`config.mk`:
```
export PLATFORM = sky130hd
export DESIGN_NAME = bus_reg_file_flat
export DESIGN_NICKNAME = d
export VERILOG_FILES = /design/src/rtl/bus_reg_file_if.sv /design/src/rtl/bus_reg_file.sv /design/src/flat_wrapper.sv
export SDC_FILE = /design/constraint.sdc
export NUM_CORES = 1
export LEC_CHECK = 0
export CORE_AREA = 2 2 245 247
export CTS_CLUSTER_DIAMETER = 50
export DETAILED_ROUTE_END_ITERATION = 12
export DIE_AREA = 0 0 247 249
export GPL_TIMING_DRIVEN = 0
export PLACE_DENSITY = 0.8
export SYNTH_ARGS = -nofsm -noshare
export SYNTH_HDL_FRONTEND = slang
export SYNTH_SLANG_ARGS = --single-unit
```
`constraint.sdc`:
```
create_clock -name clock -period 3.1 [get_ports clock]
set_input_delay 0.31 -clock clock [delete_from_list [all_inputs] [get_ports clock]]
set_output_delay 0.31 -clock clock [all_outputs]
set_load 0.01 [all_outputs]
```
`src/rtl/bus_reg_file_if.sv`:
```
// Bus-side signal bundle for the general register file: write strobes, IR fields,
// drive selects and register readout. master = control/bus side, slave = register file.
interface bus_reg_file_if #(
    parameter int DATA_WIDTH = 32,
    parameter int NUM_REGS   = 16,
    parameter int CNT_WIDTH  = 8
);
    logic [DATA_WIDTH-1:0]          BusMuxOut;
    logic [31:0]                    IR;
    logic                           Gra;
    logic                           Grb;
    logic                           Grc;
    logic                           Rin;
    logic                           Rout;
    logic                           BAout;
    logic [NUM_REGS-1:0]            RinDirect;
    logic [NUM_REGS-1:0]            RoutVec;
    logic [NUM_REGS*DATA_WIDTH-1:0] RegOut;
    logic                           WrValid;
    logic [3:0]                     WrIdx;
    logic [CNT_WIDTH-1:0]           WrCount;
    logic                           Collision;

    modport master (
        output BusMuxOut, IR, Gra, Grb, Grc, Rin, Rout, BAout, RinDirect,
        input  RoutVec, RegOut, WrValid, WrIdx, WrCount, Collision
    );

    modport slave (
        input  BusMuxOut, IR, Gra, Grb, Grc, Rin, Rout, BAout, RinDirect,
        output RoutVec, RegOut, WrValid, WrIdx, WrCount, Collision
    );
endinterface

```
`src/rtl/bus_reg_file.sv`:
```
// General register file R0-R15 at the sink end of the datapath bus.
// Optional macro BUS_REG_FILE_R0_HARDWIRED_EN makes R0 a constant zero.
module bus_reg_file #(
    parameter int DATA_WIDTH = 32,
    parameter int NUM_REGS   = 16,
    parameter int CNT_WIDTH  = 8
) (
    input logic           clock,
    input logic           clear,
    bus_reg_file_if.slave bus
);

    logic [DATA_WIDTH-1:0] regs [NUM_REGS];
    logic [3:0]            sel;
    logic                  sel_valid;
    logic [NUM_REGS-1:0]   sel_onehot;
    logic [NUM_REGS-1:0]   wv;
    logic                  one_hot;
    logic                  multi;
    logic [3:0]            enc_idx;
    logic                  commit;
    logic                  wr_valid_q;
    logic [3:0]            wr_idx_q;
    logic [CNT_WIDTH-1:0]  wr_count_q;
    logic                  coll_q;
    logic                  unused_ir;

    assign unused_ir = ^{bus.IR[31:27], bus.IR[14:0]};

    // Register-field select, Gra has the highest priority
    always_comb begin
        sel       = 4'd0;
        sel_valid = bus.Gra | bus.Grb | bus.Grc;
        if (bus.Gra)
            sel = bus.IR[26:23];
        else if (bus.Grb)
            sel = bus.IR[22:19];
        else if (bus.Grc)
            sel = bus.IR[18:15];
    end

    assign sel_onehot = NUM_REGS'(1) << sel;
    assign wv         = bus.RinDirect | ((bus.Rin & sel_valid) ? sel_onehot : '0);

    // Clearing the lowest set bit leaves a nonzero value only when two or more are set
    assign multi   = (wv & (wv - NUM_REGS'(1))) != '0;
    assign one_hot = (wv != '0) && !multi;

    always_comb begin
        enc_idx = 4'd0;
        for (int i = 0; i < NUM_REGS; i++) begin
            if (wv[i])
                enc_idx = 4'(i);
        end
    end

`ifdef BUS_REG_FILE_R0_HARDWIRED_EN
    assign commit = one_hot && (enc_idx != 4'd0);
`else
    assign commit = one_hot;
`endif

    always_ff @(posedge clock or negedge clear) begin
        if (!clear) begin
            for (int i = 0; i < NUM_REGS; i++)
                regs[i] <= '0;
            wr_valid_q <= 1'b0;
            wr_idx_q   <= 4'd0;
            wr_count_q <= '0;
            coll_q     <= 1'b0;
        end else begin
            wr_valid_q <= commit;
            if (commit) begin
                regs[enc_idx] <= bus.BusMuxOut;
                wr_idx_q      <= enc_idx;
                wr_count_q    <= wr_count_q + CNT_WIDTH'(1);
            end
            if (multi)
                coll_q <= 1'b1;
        end
    end

    assign bus.RoutVec = ((bus.Rout | bus.BAout) & sel_valid) ? sel_onehot : '0;

    // Slice 0 reads as zero during a base-address drive
    always_comb begin
        for (int i = 0; i < NUM_REGS; i++)
            bus.RegOut[i*DATA_WIDTH +: DATA_WIDTH] = regs[i];
`ifdef BUS_REG_FILE_R0_HARDWIRED_EN
        bus.RegOut[DATA_WIDTH-1:0] = '0;
`else
        if (bus.BAout)
            bus.RegOut[DATA_WIDTH-1:0] = '0;
`endif
    end

    assign bus.WrValid   = wr_valid_q;
    assign bus.WrIdx     = wr_idx_q;
    assign bus.WrCount   = wr_count_q;
    assign bus.Collision = coll_q;

endmodule

```
`src/flat_wrapper.sv`:
```
// flat-port wrapper written by rule: the top's interface ports become plain ports
module bus_reg_file_flat 
#(
    parameter int DATA_WIDTH = 32,
    parameter int NUM_REGS   = 16,
    parameter int CNT_WIDTH  = 8
)
  (clock, clear, bus_BusMuxOut, bus_IR, bus_Gra, bus_Grb, bus_Grc, bus_Rin, bus_Rout, bus_BAout, bus_RinDirect, bus_RoutVec, bus_RegOut, bus_WrValid, bus_WrIdx, bus_WrCount, bus_Collision);
  bus_reg_file_if #(.DATA_WIDTH(DATA_WIDTH), .NUM_REGS(NUM_REGS), .CNT_WIDTH(CNT_WIDTH)) bus_i ();
  input logic clock;
  input logic clear;
  input wire logic [$bits(bus_i.BusMuxOut)-1:0] bus_BusMuxOut;
  input wire logic [$bits(bus_i.IR)-1:0] bus_IR;
  input wire logic [$bits(bus_i.Gra)-1:0] bus_Gra;
  input wire logic [$bits(bus_i.Grb)-1:0] bus_Grb;
  input wire logic [$bits(bus_i.Grc)-1:0] bus_Grc;
  input wire logic [$bits(bus_i.Rin)-1:0] bus_Rin;
  input wire logic [$bits(bus_i.Rout)-1:0] bus_Rout;
  input wire logic [$bits(bus_i.BAout)-1:0] bus_BAout;
  input wire logic [$bits(bus_i.RinDirect)-1:0] bus_RinDirect;
  output wire logic [$bits(bus_i.RoutVec)-1:0] bus_RoutVec;
  output wire logic [$bits(bus_i.RegOut)-1:0] bus_RegOut;
  output wire logic [$bits(bus_i.WrValid)-1:0] bus_WrValid;
  output wire logic [$bits(bus_i.WrIdx)-1:0] bus_WrIdx;
  output wire logic [$bits(bus_i.WrCount)-1:0] bus_WrCount;
  output wire logic [$bits(bus_i.Collision)-1:0] bus_Collision;
  assign bus_i.BusMuxOut = bus_BusMuxOut;
  assign bus_i.IR = bus_IR;
  assign bus_i.Gra = bus_Gra;
  assign bus_i.Grb = bus_Grb;
  assign bus_i.Grc = bus_Grc;
  assign bus_i.Rin = bus_Rin;
  assign bus_i.Rout = bus_Rout;
  assign bus_i.BAout = bus_BAout;
  assign bus_i.RinDirect = bus_RinDirect;
  assign bus_RoutVec = bus_i.RoutVec;
  assign bus_RegOut = bus_i.RegOut;
  assign bus_WrValid = bus_i.WrValid;
  assign bus_WrIdx = bus_i.WrIdx;
  assign bus_WrCount = bus_i.WrCount;
  assign bus_Collision = bus_i.Collision;
  bus_reg_file #(.DATA_WIDTH(DATA_WIDTH), .NUM_REGS(NUM_REGS), .CNT_WIDTH(CNT_WIDTH)) u_core (.clock(clock), .clear(clear), .bus(bus_i));
endmodule
```
## Word level (Yosys, flattened, before mapping)

Cells that the tools add are included.

| word-level totals | value |
|---|---|
| register bits | 526 |
| bits of input ports | 88 |
| output and inout port bits | 542 |
| logic and storage cells | 62 |

| operators by class | value |
|---|---|
| add/subtract/negate cells | 2 |
| magnitude comparators | 2 |
| shifts and indexed selects | 1 |
| mux-type cells | 24 |
| bitwise gates (word level) | 8 |
| reductions and logical operators | 5 |

Operator list:

| cell | count |
|---|---|
| $bwmux W512 | 1 |
| $demux W32 S4 | 1 |
| $mux W32 | 2 |
| $mux W4 | 11 |
| $mux W16 | 2 |
| $reduce_bool A16 Y1 | 2 |
| $and A16 B16 Y16 | 1 |
| $or A16 B16 Y16 | 1 |
| $shl A1 B4 Y16 const A | 1 |
| $sub A16 B1 Y16 const B | 1 |
| $mux W3 | 4 |
| $add A8 B1 Y8 const B | 1 |
| $ge A5 B5 Y1 const B | 1 |
| $lt A5 B1 Y1 const B | 1 |
| $not A4 Y5 | 1 |
| $mux W2 | 2 |
| $or A1 B1 Y1 | 3 |
| $and A1 B1 Y1 | 2 |
| $logic_and A1 B1 Y1 | 2 |
| $logic_not A1 Y1 | 1 |
| $mux W1 | 1 |

## Logic depth before layout (Yosys ltp)

Gate-level depths: netlist (run 1).

| logic depth | value |
|---|---|
| depth in word-level cells | 27 |
| depth in mapped cells | 13 |
| gate-level depth less buffers | 9 |

## Least setup slack after synthesis (run 1)

OpenSTA, ideal clock, no wires.

| timing path | value |
|---|---|
| kind | in2reg |
| start | in bus_Grb |
| end | reg u_core.regs (netlist bit u_core.bus.RegOut[308]) |
| library setup time | 0.125 ns |
| arrival time | 3.398 ns |
| setup slack | -0.423 ns |
| stages on the path | 12 |
| path buffers | 4 |
| path through | buf_6 > nand3b_1 > a21o_1 > buf_6 > a2111oi_4 > a31oi_1 > a221o_1 > or2_1 > buf_6 > nor4_4 > buf_4 > mux2_2 |

| between the ends | value |
|---|---|
| cells in the longest elaborated chain, start to end | 26 |
| elaborated cells between the ends (all ways) | 36 |
| classes of those cells | add/sub (1); order compare (2); shift (1); mux (21); bitwise (6); reduce/logical (5) |

RTL lines:

| what | RTL line | RTL |
|---|---|---|
| start: declaration | flat_wrapper.sv:15 | `input wire logic [$bits(bus_i.Grb)-1:0] bus_Grb;` |
| $mux W4 or $or A1 B1 Y1 (tied branches) | bus_reg_file.sv:36, bus_reg_file.sv:33 |  |
| $mux W4 or $or A1 B1 Y1 (tied branches) | bus_reg_file.sv:34, bus_reg_file.sv:33 |  |
| $shl A1 B4 Y16 or $and A1 B1 Y1 (tied branches) | bus_reg_file.sv:42, bus_reg_file.sv:43 |  |
| $mux W16 (*) | bus_reg_file.sv:43 | `assign wv = bus.RinDirect \| ((bus.Rin & sel_valid) ? sel_onehot : '0);` |
| $or A16 B16 Y16 (*) | bus_reg_file.sv:43 |  |
| $mux W1 | bus_reg_file.sv:52 | `if (wv[i])` |
| $mux W2 (2 in series) | bus_reg_file.sv:52 |  |
| $mux W3 (4 in series) | bus_reg_file.sv:52 |  |
| $mux W4 (8 in series) | bus_reg_file.sv:52 |  |
| $not A4 Y5 (not written as such) | bus_reg_file.sv:74 | `regs[enc_idx] <= bus.BusMuxOut;` |
| $ge A5 B5 Y1 (not written as such) or $lt A5 B1 Y1 (tied branches) | bus_reg_file.sv:74 |  |
| $logic_and A1 B1 Y1 (not written as such) | bus_reg_file.sv:74 |  |
| $mux W32 (not written as such) | bus_reg_file.sv:74 |  |
| $demux W32 S4 | bus_reg_file.sv:74 |  |
| $bwmux W512 | bus_reg_file.sv:74 |  |
| end signal: indexed assignment | bus_reg_file.sv:74 |  |
| end: declaration | bus_reg_file.sv:13 | `logic [DATA_WIDTH-1:0] regs [NUM_REGS];` |

Every way passes the cells marked *; elsewhere a longest branch is shown, timed or not.
A chain may end at the register's enable or synchronous reset.

## Final worst setup path (run 1)

| timing path | value |
|---|---|
| start | in bus_RinDirect[11] |
| end | reg u_core.regs (netlist bit u_core.bus.RegOut[125]) |

| between the ends | value |
|---|---|
| cells in the longest elaborated chain, start to end | 12 |
| elaborated cells between the ends (all ways) | 19 |
| classes of those cells | add/sub (1); order compare (2); mux (8); bitwise (3); reduce/logical (5) |

RTL lines:

| what | RTL line | RTL |
|---|---|---|
| start: declaration | flat_wrapper.sv:20 | `input wire logic [$bits(bus_i.RinDirect)-1:0] bus_RinDirect;` |
| $or A16 B16 Y16 (*) | bus_reg_file.sv:43 |  |
| $mux W4 (5 in series) | bus_reg_file.sv:52 |  |
| $not A4 Y5 (not written as such) | bus_reg_file.sv:74 |  |
| $ge A5 B5 Y1 (not written as such) or $lt A5 B1 Y1 (tied branches) | bus_reg_file.sv:74 |  |
| $logic_and A1 B1 Y1 (not written as such) | bus_reg_file.sv:74 |  |
| $mux W32 (not written as such) | bus_reg_file.sv:74 |  |
| $demux W32 S4 | bus_reg_file.sv:74 |  |
| $bwmux W512 | bus_reg_file.sv:74 |  |

Marks and branches as above.

==> results.toml, run 1 <==
[floorplanning]
initial_core_util_pct = 42.3
fp.dieW_um = 247
fp.dieH_um = 249
rows = 89
core_area_um2 = 58700
ioPinCount = 630
dieArea_um2 = 61500

[cts]
htree_levels = 2
numCtsBuffers = 58
clk_pin_slew_ns = 0.06
cts_buffer_depth = 3
cts_root_buf = "clkbuf_16"
cts_tree = "yes"
clk_latency_ns = 0.60
clkSinkCount = 526

[setup_path]
crit_chain = "clkdlybuf4s50_1 -> nor2_1 -> nand2_1 -> a31o_2 -> nor3_1 -> a31oi_2 -> a221o_1 -> or2_4 -> buf_12 -> nor4_4 -> buf_6 -> buf_12 -> buf_12 -> mux2_4"
cp.arrival_ns = 3.75
slowest_delay_ns = 0.58
cp_data_required_time_ns = 3.60
regToRegSetupSlack_ns = 1.84
path_max_fanout = 6
reg2reg_depth = 4
critPathSlowestCell = "clkdlybuf4s50_1"
start_kind = "input port"
cp_top_family = "simple AND/OR/NAND/NOR gates"
setup.worst_path.end_class = "flop"
crit_path_frequent_cell = "buf_12"
reg2reg_to = "u_core.bus.WrCount[6]$_DFFE_PN0P_"
path_buf_inv = 5
timing_worst_setup_path_type = "in2reg"
r2r-start = "u_core.bus.WrCount[0]$_DFFE_PN0P_"

[finish]
fill_cells = 4059
final_cell_count_no_fill = 3470
final_nets = 2733
drive_gt1_share_pct = 49.3
area_growth_pct = 51.7

[sta]
setup_violations = 398
hold_viol_final = 0
clock.fmax_mhz = 308
finalCriticalPeriod_ns = 3.25
slew_headroom_pct = 38.4
rsz0062_at_grt = "yes"
period_share_pct = 105
drv_slew = 0
finClkSkew_ns = 0.0112
tightestPinTransition_ns = 0.924
worst_slack_ns = -0.150

[power_and_ir_drop]
p_switching_mw = 3.46
powerDensity_nw_per_um2 = 401
sequentialPowerShare_pct = 45.5
p_clk_share_pct = 49.3
power_leakage_nw = 18.3
power_frac_comb_pct = 5.3
ir_drop_mv = 0.388
power.internal_mw = 11.6
power.total_mw = 15.1
p_sw_share_pct = 22.9

[synthesis]
yosysSeqAreaShare_pct = 53.0
synth_seq_cells = 526
netlist_area_um2 = 24800
synth_cells = 1853
synthesis.nets = 1942
yosysWarnings = 0
synth_cell_types = 62
post_synth.cell_area_avg_um2 = 13.4
synth_top_flop_cell = "dfrtp_1"
synth-edff-count = 0
synthArstFlopShare_pct = 100

[global_route]
grt_max_degree = 128
grt_pass1_wl_um = 112000
grtUsageTotal_pct = 24.1
grt_pass1_vias = 17900
grt-ovfl-total = 0
antenna_found_initial = 4

[routing]
wire_per_inst_um = 22.8
drt_iter0_markers = 885
post-route-drc-count = 0
vias = 17000
wl_um = 79200
viasPerCell = 4.90
first_pass_iters = 5
ant_nets = 0

[place]
dpl.cell_count = 3238
hpwl_um = 53300
place_congestion = 0.856
place.port_buffers = 608

[run_status]
violations = "setup timing"
status = "finished, violations left"

[flow_run]
cap_violations = 0

[min_path]
min_path_type = "in2async"
layout by cell type (no fill, tap or decap), drive strengths merged, types with 4 or more instances in the layout:
cell and count:
nand3b 4, a2111oi 4, dfrtp 526, inv 13, xnor2 4, nor2b 37, a41oi 6, bufinv 9
dlygate4sd2 14, diode 5, o21ai 8, mux2 515, nand2 17, buf 647, a21oi 13, dlymetal6s2s 4
clkdlybuf4s50 587, nand3 7, a211oi 4, xor2 5, a31oi 11, clkinv 13, nor4 11, nor2 34
a31o 4, nor3 7, clkbuf 132
cell type report:
type / count / area, um^2 / share of cell area (%)
Antenna cell: 5 / 12.5 / 0.0332
Buffer: 574 / 4740 / 12.6
Clock buffer: 75 / 1640 / 4.35
Clock inverter: 33 / 459 / 1.22
Inverter: 5 / 18.8 / 0.0498
Multi-Input combinational cell: 743 / 8940 / 23.7
Sequential cell: 526 / 13200 / 35.0
Tap cell: 773 / 967 / 2.57
Timing Repair Buffer: 736 / 7710 / 20.5
repair_timing:
item / 4_1_cts / 5_1_grt
hold buffers: 1 / 0
endpoints found under the hold margin: 85 / 0
pin swaps: 29 / 23
cloned: 7 / 18
buffers inserted: 70 / 28
endpoints found under the setup margin: 538 / 511
resized for setup: 170 / 177
sequential cells by signal, summed over array words and instances (netlist names):
name                  flops
u_core.bus.Collision      1
u_core.bus.RegOut       480
u_core.bus.WrCount        8
u_core.bus.WrIdx          4
u_core.bus.WrValid        1
u_core.regs              32
worst max-delay path by stage:
| stage | from | to | slack [ns] | cells past startpoint |
|---|---|---|---|---|
| floorplan | bus_Grb | u_core.bus.RegOut[308]$_DFFE_PN0P_ | -0.34 | 12 |
| global placement | clear | u_core.bus.RegOut[247]$_DFFE_PN0P_ | -20.75 | 1 |
| detailed placement | bus_Grb | u_core.bus.RegOut[114]$_DFFE_PN0P_ | -2.17 | 12 |
| CTS | bus_Rin | u_core.bus.RegOut[312]$_DFFE_PN0P_ | 0.002 | 13 |
| global route | bus_Gra | u_core.bus.RegOut[125]$_DFFE_PN0P_ | -0.25 | 18 |
| finish | bus_RinDirect[11] | u_core.bus.RegOut[125]$_DFFE_PN0P_ | -0.15 | 14 |
Yosys cell counts (6+ instances only):
cell type / n / area (um^2)
buf_4: 514 / 3860
o21ai_0: 8 / 40.0
dfrtp_1: 526 / 13200
nor2b_1: 37 / 231
nand3_1: 7 / 35.0
nor3_1: 6 / 30.0
a41oi_1: 6 / 52.6
mux2_2: 471 / 5300
buf_2: 13 / 65.1
mux2_1: 41 / 462
clkbuf_1: 46 / 173
nor2_1: 34 / 128
a31oi_1: 11 / 68.8
nand2_1: 17 / 63.8
a21oi_1: 13 / 65.1
nor4_4: 10 / 213
metrics by stage:
step           worst slack [ns]  util [%]  hold WS, ns  cell area (um^2)  TNS (ns)
5_1_grt                  -0.251      64.2        0.361             37700    -59.75
3_3_place_gp             -20.75      55.8        0.457             32700         -
4_1_cts                 0.00213      61.8        0.308             36300         0
3_5_place_dp              -2.17      56.0        0.372             32800   -973.54
2_1_floorplan            -0.337         -       0.0144             25700   -127.64
6_report                 -0.150      64.2        0.315             37700    -18.47
cells by family after synthesis:
| family | Yosys count | share of synthesized area (%) |
|---|---|---|
| buffers and inverters | 584 | 16.8 |
| DFF | 526 | 53.0 |
| muxes | 515 | 23.4 |
| and+or+nand+nor | 137 | 3.73 |
| AOI/OAI and AO/OA | 81 | 2.65 |
| xor gates and xnor gates | 9 | 0.318 |
| adders and majority gates | 1 | 0.0504 |
power groups by stage:
stage	clock network, mW	registers (mW)	logic (mW)
6_report	7.44	6.87	0.793
5_1_grt	7.85	6.86	0.845
4_1_cts	7.56	6.87	0.708
3_5_place_dp	0	6.99	0.626
3_3_place_gp	0	7.01	0.596
2_1_floorplan	0	6.99	0.202
per-layer routing:
metal / wire length (um) / up-vias / share of wire (%) / global-route usage [%]
met5: 0 / - / 0 / 0
met4: 3180 / 0 / 4.0 / 8.98
met3: 5360 / 182 / 6.8 / 6.07
met2: 39300 / 695 / 50 / 40.9
met1: 31300 / 8663 / 40 / 29.3
li1: - / 7463 / - / -
(Power assumes the default switching activity.)
==> run 2, diff against run 1 <==
- CORE_AREA: 2 2 245 247 -> 2 2 246 248
- DIE_AREA: 0 0 247 249 -> 0 0 248 250
- DONT_BUFFER_PORTS: unset -> 1
- PLACE_DENSITY: 0.8 -> 0.66
- SLEW_MARGIN: unset -> 15
==> results.toml, run 2 (synthesis gave the netlist of run 1 again) <==
[cts]
cts_tree = "yes"
hold_buffers = 33
clk_pin_slew_ns = 0.06
numCtsBuffers = 68
clkSinkCount = 526
clk_latency_ns = 0.56
cts_buffer_depth = 3
htree_levels = 3
cts_root_buf = "clkbuf_16"

[setup_path]
timing_worst_setup_path_type = "in2reg"
start_kind = "input port"
path_max_fanout = 10
slowest_delay_ns = 0.39
crit_chain = "buf_12 -> nand3b_1 -> a21o_4 -> buf_4 -> a41oi_1 -> o211ai_1 -> a22o_1 -> or3_4 -> buf_8 -> nor4_4 -> buf_12 -> buf_6 -> mux2_2"
critPathSlowestCell = "a41oi_1"
setup.worst_path.end_class = "flop"
crit_path_frequent_cell = "buf_12"
cp_data_required_time_ns = 3.56
cp.arrival_ns = 3.53

[routing]
wire_per_inst_um = 24.2
post-route-drc-count = 0
ant_nets = 0
drt_iter0_markers = 775
wl_um = 68900
vias = 14300
viasPerCell = 5.03
first_pass_iters = 5

[place]
place.port_buffers = 0
placed_area_um2 = 26700
hpwl_um = 47600
dpl.cell_count = 2635
place_congestion = 0.863
place_ws_ns = -1.59

[power_and_ir_drop]
power.total_mw = 15.1
ir_drop_mv = 0.412
power_leakage_nw = 15.6
p_switching_mw = 3.41
power_frac_comb_pct = 3.0
power.internal_mw = 11.6
powerDensity_nw_per_um2 = 498
sequentialPowerShare_pct = 45.6
p_clk_share_pct = 51.3
p_sw_share_pct = 22.7

[run_status]
violations = "hold timing, slew limit"
status = "finished, violations left"

[floorplanning]
initial_core_util_pct = 41.7
rows = 90
dieArea_um2 = 62000
fp.dieW_um = 248
fp.dieH_um = 250
ioPinCount = 630
core_area_um2 = 59600

[finish]
drive_gt1_share_pct = 60.2
final_nets = 2103
final_cell_count_no_fill = 2851
area_growth_pct = 21.7
final_cell_mix = "530 x buf_4, 526 x dfrtp_1, 283 x mux2_2, 194 x mux2_4, 71 x clkbuf_16"
final_area_um2 = 30200
largest_reg_flops = 480
fin_util_pct = 50.7
mostFrequentLayoutCell = "buf_4"

[sta]
finalCriticalPeriod_ns = 3.07
tightestPinTransition_ns = 1.68
hold_viol_final = 526
clock.fmax_mhz = 325
slew_headroom_pct = -12.3
tns_ns = 0
rsz0062_at_grt = "yes"
worst_slack_ns = 0.0251
finClkSkew_ns = 0.00379
period_share_pct = 99.2
setup_violations = 0
hold_slack_ns = -0.588
drv_slew = 117

[global_route]
grt_pass1_wl_um = 100000
grtUsageTotal_pct = 21.6
antenna_found_initial = 2
grt-ovfl-total = 0
grt_max_degree = 527
grt_pass1_vias = 14900

[min_path]
min_path_type = "in2async"

[flow_run]
cap_violations = 0
[run 2: cell types whose count changed in the layout (fill, tap and decap cells not counted), sizes merged]
| cell | before | now |
|---|---|---|
| buf | 647 | 589 |
| bufinv | 9 | 3 |
| clkbuf | 132 | 136 |
| clkdlybuf4s50 | 587 | 0 |
| clkinv | 13 | 19 |
| diode | 5 | 3 |
| dlygate4sd2 | 14 | 0 |
| dlygate4sd3 | 1 | 33 |
| dlymetal6s2s | 4 | 0 |
| inv | 13 | 14 |
[run 2: critical path, delay by kind of cell]
family	cells	cell delay (ns)
AOI/OAI and AO/OA	4	1.11
buffers and inverters	5	0.81
muxes	1	0.35
and+or+nand+nor	3	0.93
[run 2: final cells by class]
class	count	area [um^2]
plain buffers	576	4470
repair buffers	94	933
fillers	5082	29400
multi-input cells	743	8400
inverters	5	18.8
clock buffers	88	1890
flip-flops and latches	526	13200
well taps	782	978
clock inverters	34	358
diodes	3	7.51
[run 2: worst paths after layout]
| kind | from | to | slack (ns) | depth (start not counted) |
|---|---|---|---|---|
| min in group clock | bus_RinDirect[15] | u_core.bus.WrIdx[2]$_DFFE_PN0P_ | 0.04 | 3 |
| max in group asynchronous | clear | u_core.bus.RegOut[63]$_DFFE_PN0P_ | 2.32 | 0 |
| worst min register to register | u_core.bus.RegOut[511]$_DFFE_PN0P_ | u_core.bus.RegOut[511]$_DFFE_PN0P_ | 0.49 | 1 |
| worst max register to register | u_core.bus.WrCount[1]$_DFFE_PN0P_ | u_core.bus.WrCount[6]$_DFFE_PN0P_ | 1.75 | 4 |
| worst max-delay path | bus_Grb | u_core.bus.RegOut[276]$_DFFE_PN0P_ | 0.03 | 13 |
| worst min-delay path | clear | u_core.bus.RegOut[391]$_DFFE_PN0P_ | -0.59 | 0 |
[run 2: layer usage]
| layer | vias to the layer above | global-route usage [%] | wire, um |
|---|---|---|---|
| li1 | 6197 | - | - |
| met1 | 7382 | 26.2 | 27000 |
| met2 | 626 | 36.1 | 33800 |
| met3 | 128 | 6.62 | 6120 |
| met4 | 0 | 8.16 | 2070 |
| met5 | - | 0 | 0 |
[run 2: power groups by stage]
| stage | Clock, mW | Combinational (mW) | Sequential [mW] |
|---|---|---|---|
| final | 7.73 | 0.458 | 6.87 |
| after global placement | 0 | 0.301 | 6.99 |
| after global routing | 8.22 | 0.484 | 6.86 |
| after CTS | 7.91 | 0.398 | 6.87 |
| after detailed placement | 0 | 0.303 | 6.99 |
| after floorplan | 0 | 0.202 | 6.99 |
[run 2: repair_timing]
action	in CTS	in global routing
setup endpoints to repair	522	499
gates cloned	0	3
gates resized for setup	23	84
pin swaps	17	20
buffers inserted	34	24
endpoints found under the hold margin	719	526
==> run 3, diff against run 2 <==
- CAP_MARGIN: unset -> 5
==> results of run 3 <==
No change in the layout: final DEF, timing and power equal those of run 2.
==> RTL edit: new RTL, config.mk and constraints of run 3 <==
`DATA_WIDTH` is set to 32 in 3 places; all go to 40.
--- a/src/rtl/bus_reg_file_if.sv
+++ b/src/rtl/bus_reg_file_if.sv
@@ -1,7 +1,7 @@
 // Bus-side signal bundle for the general register file: write strobes, IR fields,
 // drive selects and register readout. master = control/bus side, slave = register file.
 interface bus_reg_file_if #(
-    parameter int DATA_WIDTH = 32,
+    parameter int DATA_WIDTH = 40,
     parameter int NUM_REGS   = 16,
     parameter int CNT_WIDTH  = 8
 );
--- a/src/rtl/bus_reg_file.sv
+++ b/src/rtl/bus_reg_file.sv
@@ -1,7 +1,7 @@
 // General register file R0-R15 at the sink end of the datapath bus.
 // Optional macro BUS_REG_FILE_R0_HARDWIRED_EN makes R0 a constant zero.
 module bus_reg_file #(
-    parameter int DATA_WIDTH = 32,
+    parameter int DATA_WIDTH = 40,
     parameter int NUM_REGS   = 16,
     parameter int CNT_WIDTH  = 8
 ) (
--- a/src/flat_wrapper.sv
+++ b/src/flat_wrapper.sv
@@ -1,7 +1,7 @@
 // flat-port wrapper written by rule: the top's interface ports become plain ports
 module bus_reg_file_flat 
 #(
-    parameter int DATA_WIDTH = 32,
+    parameter int DATA_WIDTH = 40,
     parameter int NUM_REGS   = 16,
     parameter int CNT_WIDTH  = 8
 )
Interface: changed (resized bus_BusMuxOut and bus_RegOut); port bits go from 630 to 766. No check against the original RTL was run, so the function may have changed too.
==> RTL edit against run 3 <==
  * The flow still finishes with violations (negative hold slack, max-slew violations)
  * Routed wire length is 27% higher
  * Largest cell class unchanged
  * Clock skew grew 0.018 ns
  * Synthesized cell count grew 22%
  * Final area increased by 16%
  * Power increased by 19%
  * Sequential cell count rose by 128
  * Synthesized area is 22% higher
  * Worst setup slack worse by 0.0039 ns
==> RTL edit: results <==
group,metric,value,unit
grt,grt_max_degree,655,
detailed_routing,wl_per_cell,27.0,um
placement,gp_congestion,0.900,
yosys,synth_compound_area_share,2.14,%
placement,post-dp-hpwl,62400,um
sta,fin_skew,0.0222,ns
clock_tree,clk_latency,0.60,ns
sta,report.final.slew_viol_count,111,
sta,hold_viol,654,
yosys,synth_cell_types,61,
grt,grt_pass1_vias,17900,
final_layout,fillers,4707,
sta,fin_hold_ws,-0.587,ns
grt,grt_first_pass_wirelength,126000,um
yosys,synth.area.mux_share,24.3,%
pwr,ir_drop,0.416,mV
yosys,ys_top_cells_by_count,"dfrtp_1, buf_4, mux2_2",
yosys,synth_xor_area_share,0.259,%
yosys,synth_fa_ha_area_share,0.0412,%
outcome,violations,"negative hold slack, max-slew violations",
outcome,status,"finished with violations",
pwr,internal-power,0.0140,W
clock_tree,ctsHoldBuffers,41,
placement,dpl_cell_area,31500,sq um
final_layout,fin_nets,2502,
final_layout,largest_register_ff_count,600,
setup_path,cp.arrival,3.55,ns
detailed_routing,vias_per_cell,5.39,
RTL edit: cell type report:
class                      instances  share of cell area (%)
sequential                       654                    46.8
multi-input combinational        879                    26.5
buffer                           723                    15.0
clock buffer                     108                    6.12
tap                              782                    2.80
timing repair buffer              71                    1.89
clock inverter                    27                   0.983
inverter                           2                  0.0214
antenna                            1                 0.00715
RTL edit: power by group through the flow:
stage	clock network (W)	logic (W)	registers, W
after floorplan	0	0.000230	0.00870
after global placement	0	0.000347	0.00869
after detailed placement	0	0.000353	0.00869
after CTS	0.00900	0.000465	0.00854
after global routing	0.00938	0.000535	0.00853
final	0.00885	0.000507	0.00854
RTL edit: worst max-delay path: stages:
cell	delay [ns]
buf_8	0.13
nand3b_4	0.15
a22o_1	0.24
buf_4	0.21
a2111oi_2	0.54
o22ai_1	0.16
nor2_2	0.14
o211ai_2	0.15
or2_1	0.26
buf_6	0.17
or4_4	0.43
buf_6	0.18
buf_8	0.17
mux2_4	0.30
RTL edit: path summary, 6_finish.rpt:
kind / slack [ns] / end / cells after the start / startpoint
max in group asynchronous: 2.42 / u_core.bus.RegOut[59] / 0 / clear
min reg2reg: 0.50 / u_core.regs[626] / 1 / u_core.regs[626]
max reg2reg: 1.80 / u_core.bus.WrCount[7] / 4 / u_core.bus.WrCount[2]
max: 0.02 / u_core.bus.RegOut[200] / 14 / bus_Grb
min: -0.59 / u_core.bus.RegOut[40] / 0 / clear
min in group clock: 0.02 / u_core.bus.Collision / 3 / bus_RinDirect[15]
RTL edit: stage by stage:
step / power (W) / hold slack [ns] / worst slack [ns] / std cells
2_1_floorplan: 0.00893 / 0.0144 / -0.0433 / 2261
3_3_place_gp: 0.00904 / 0.0271 / -1.76 / 3043
3_5_place_dp: 0.00905 / 0.0275 / -1.57 / 3044
4_1_cts: 0.0180 / -0.630 / -0.0511 / 3235
5_1_grt: 0.0184 / -0.627 / -0.0276 / 3247
6_report: 0.0179 / -0.587 / 0.0211 / 3247
RTL edit: timing repair:
item,in CTS,in global routing
resized for setup,66,50
endpoints found under the setup margin,613,600
hold endpoints to repair,895,654
pin swaps,10,9
gates cloned,0,1
buffers inserted,17,11
RTL edit: layer usage:
metal / global-route usage (%) / wire (um) / up-vias
li1: - / - / 7414
met1: 33.4 / 33600 / 9184
met2: 45.7 / 42700 / 683
met3: 8.83 / 7240 / 207
met4: 12.0 / 3980 / 2
met5: 0 / 17 / -
RTL edit: kinds of logic (layout without fill, tap and decap cells):
kind of cell,Yosys count,count (layout)
XOR/XNOR,9,9
other,0,1
buffers and inverters,728,931
AND/OR/NAND/NOR,145,145
multiplexers,643,643
AO/OA/AOI/OAI,81,81
adder cells (fa/ha/maj),1,1
flip-flops,654,654
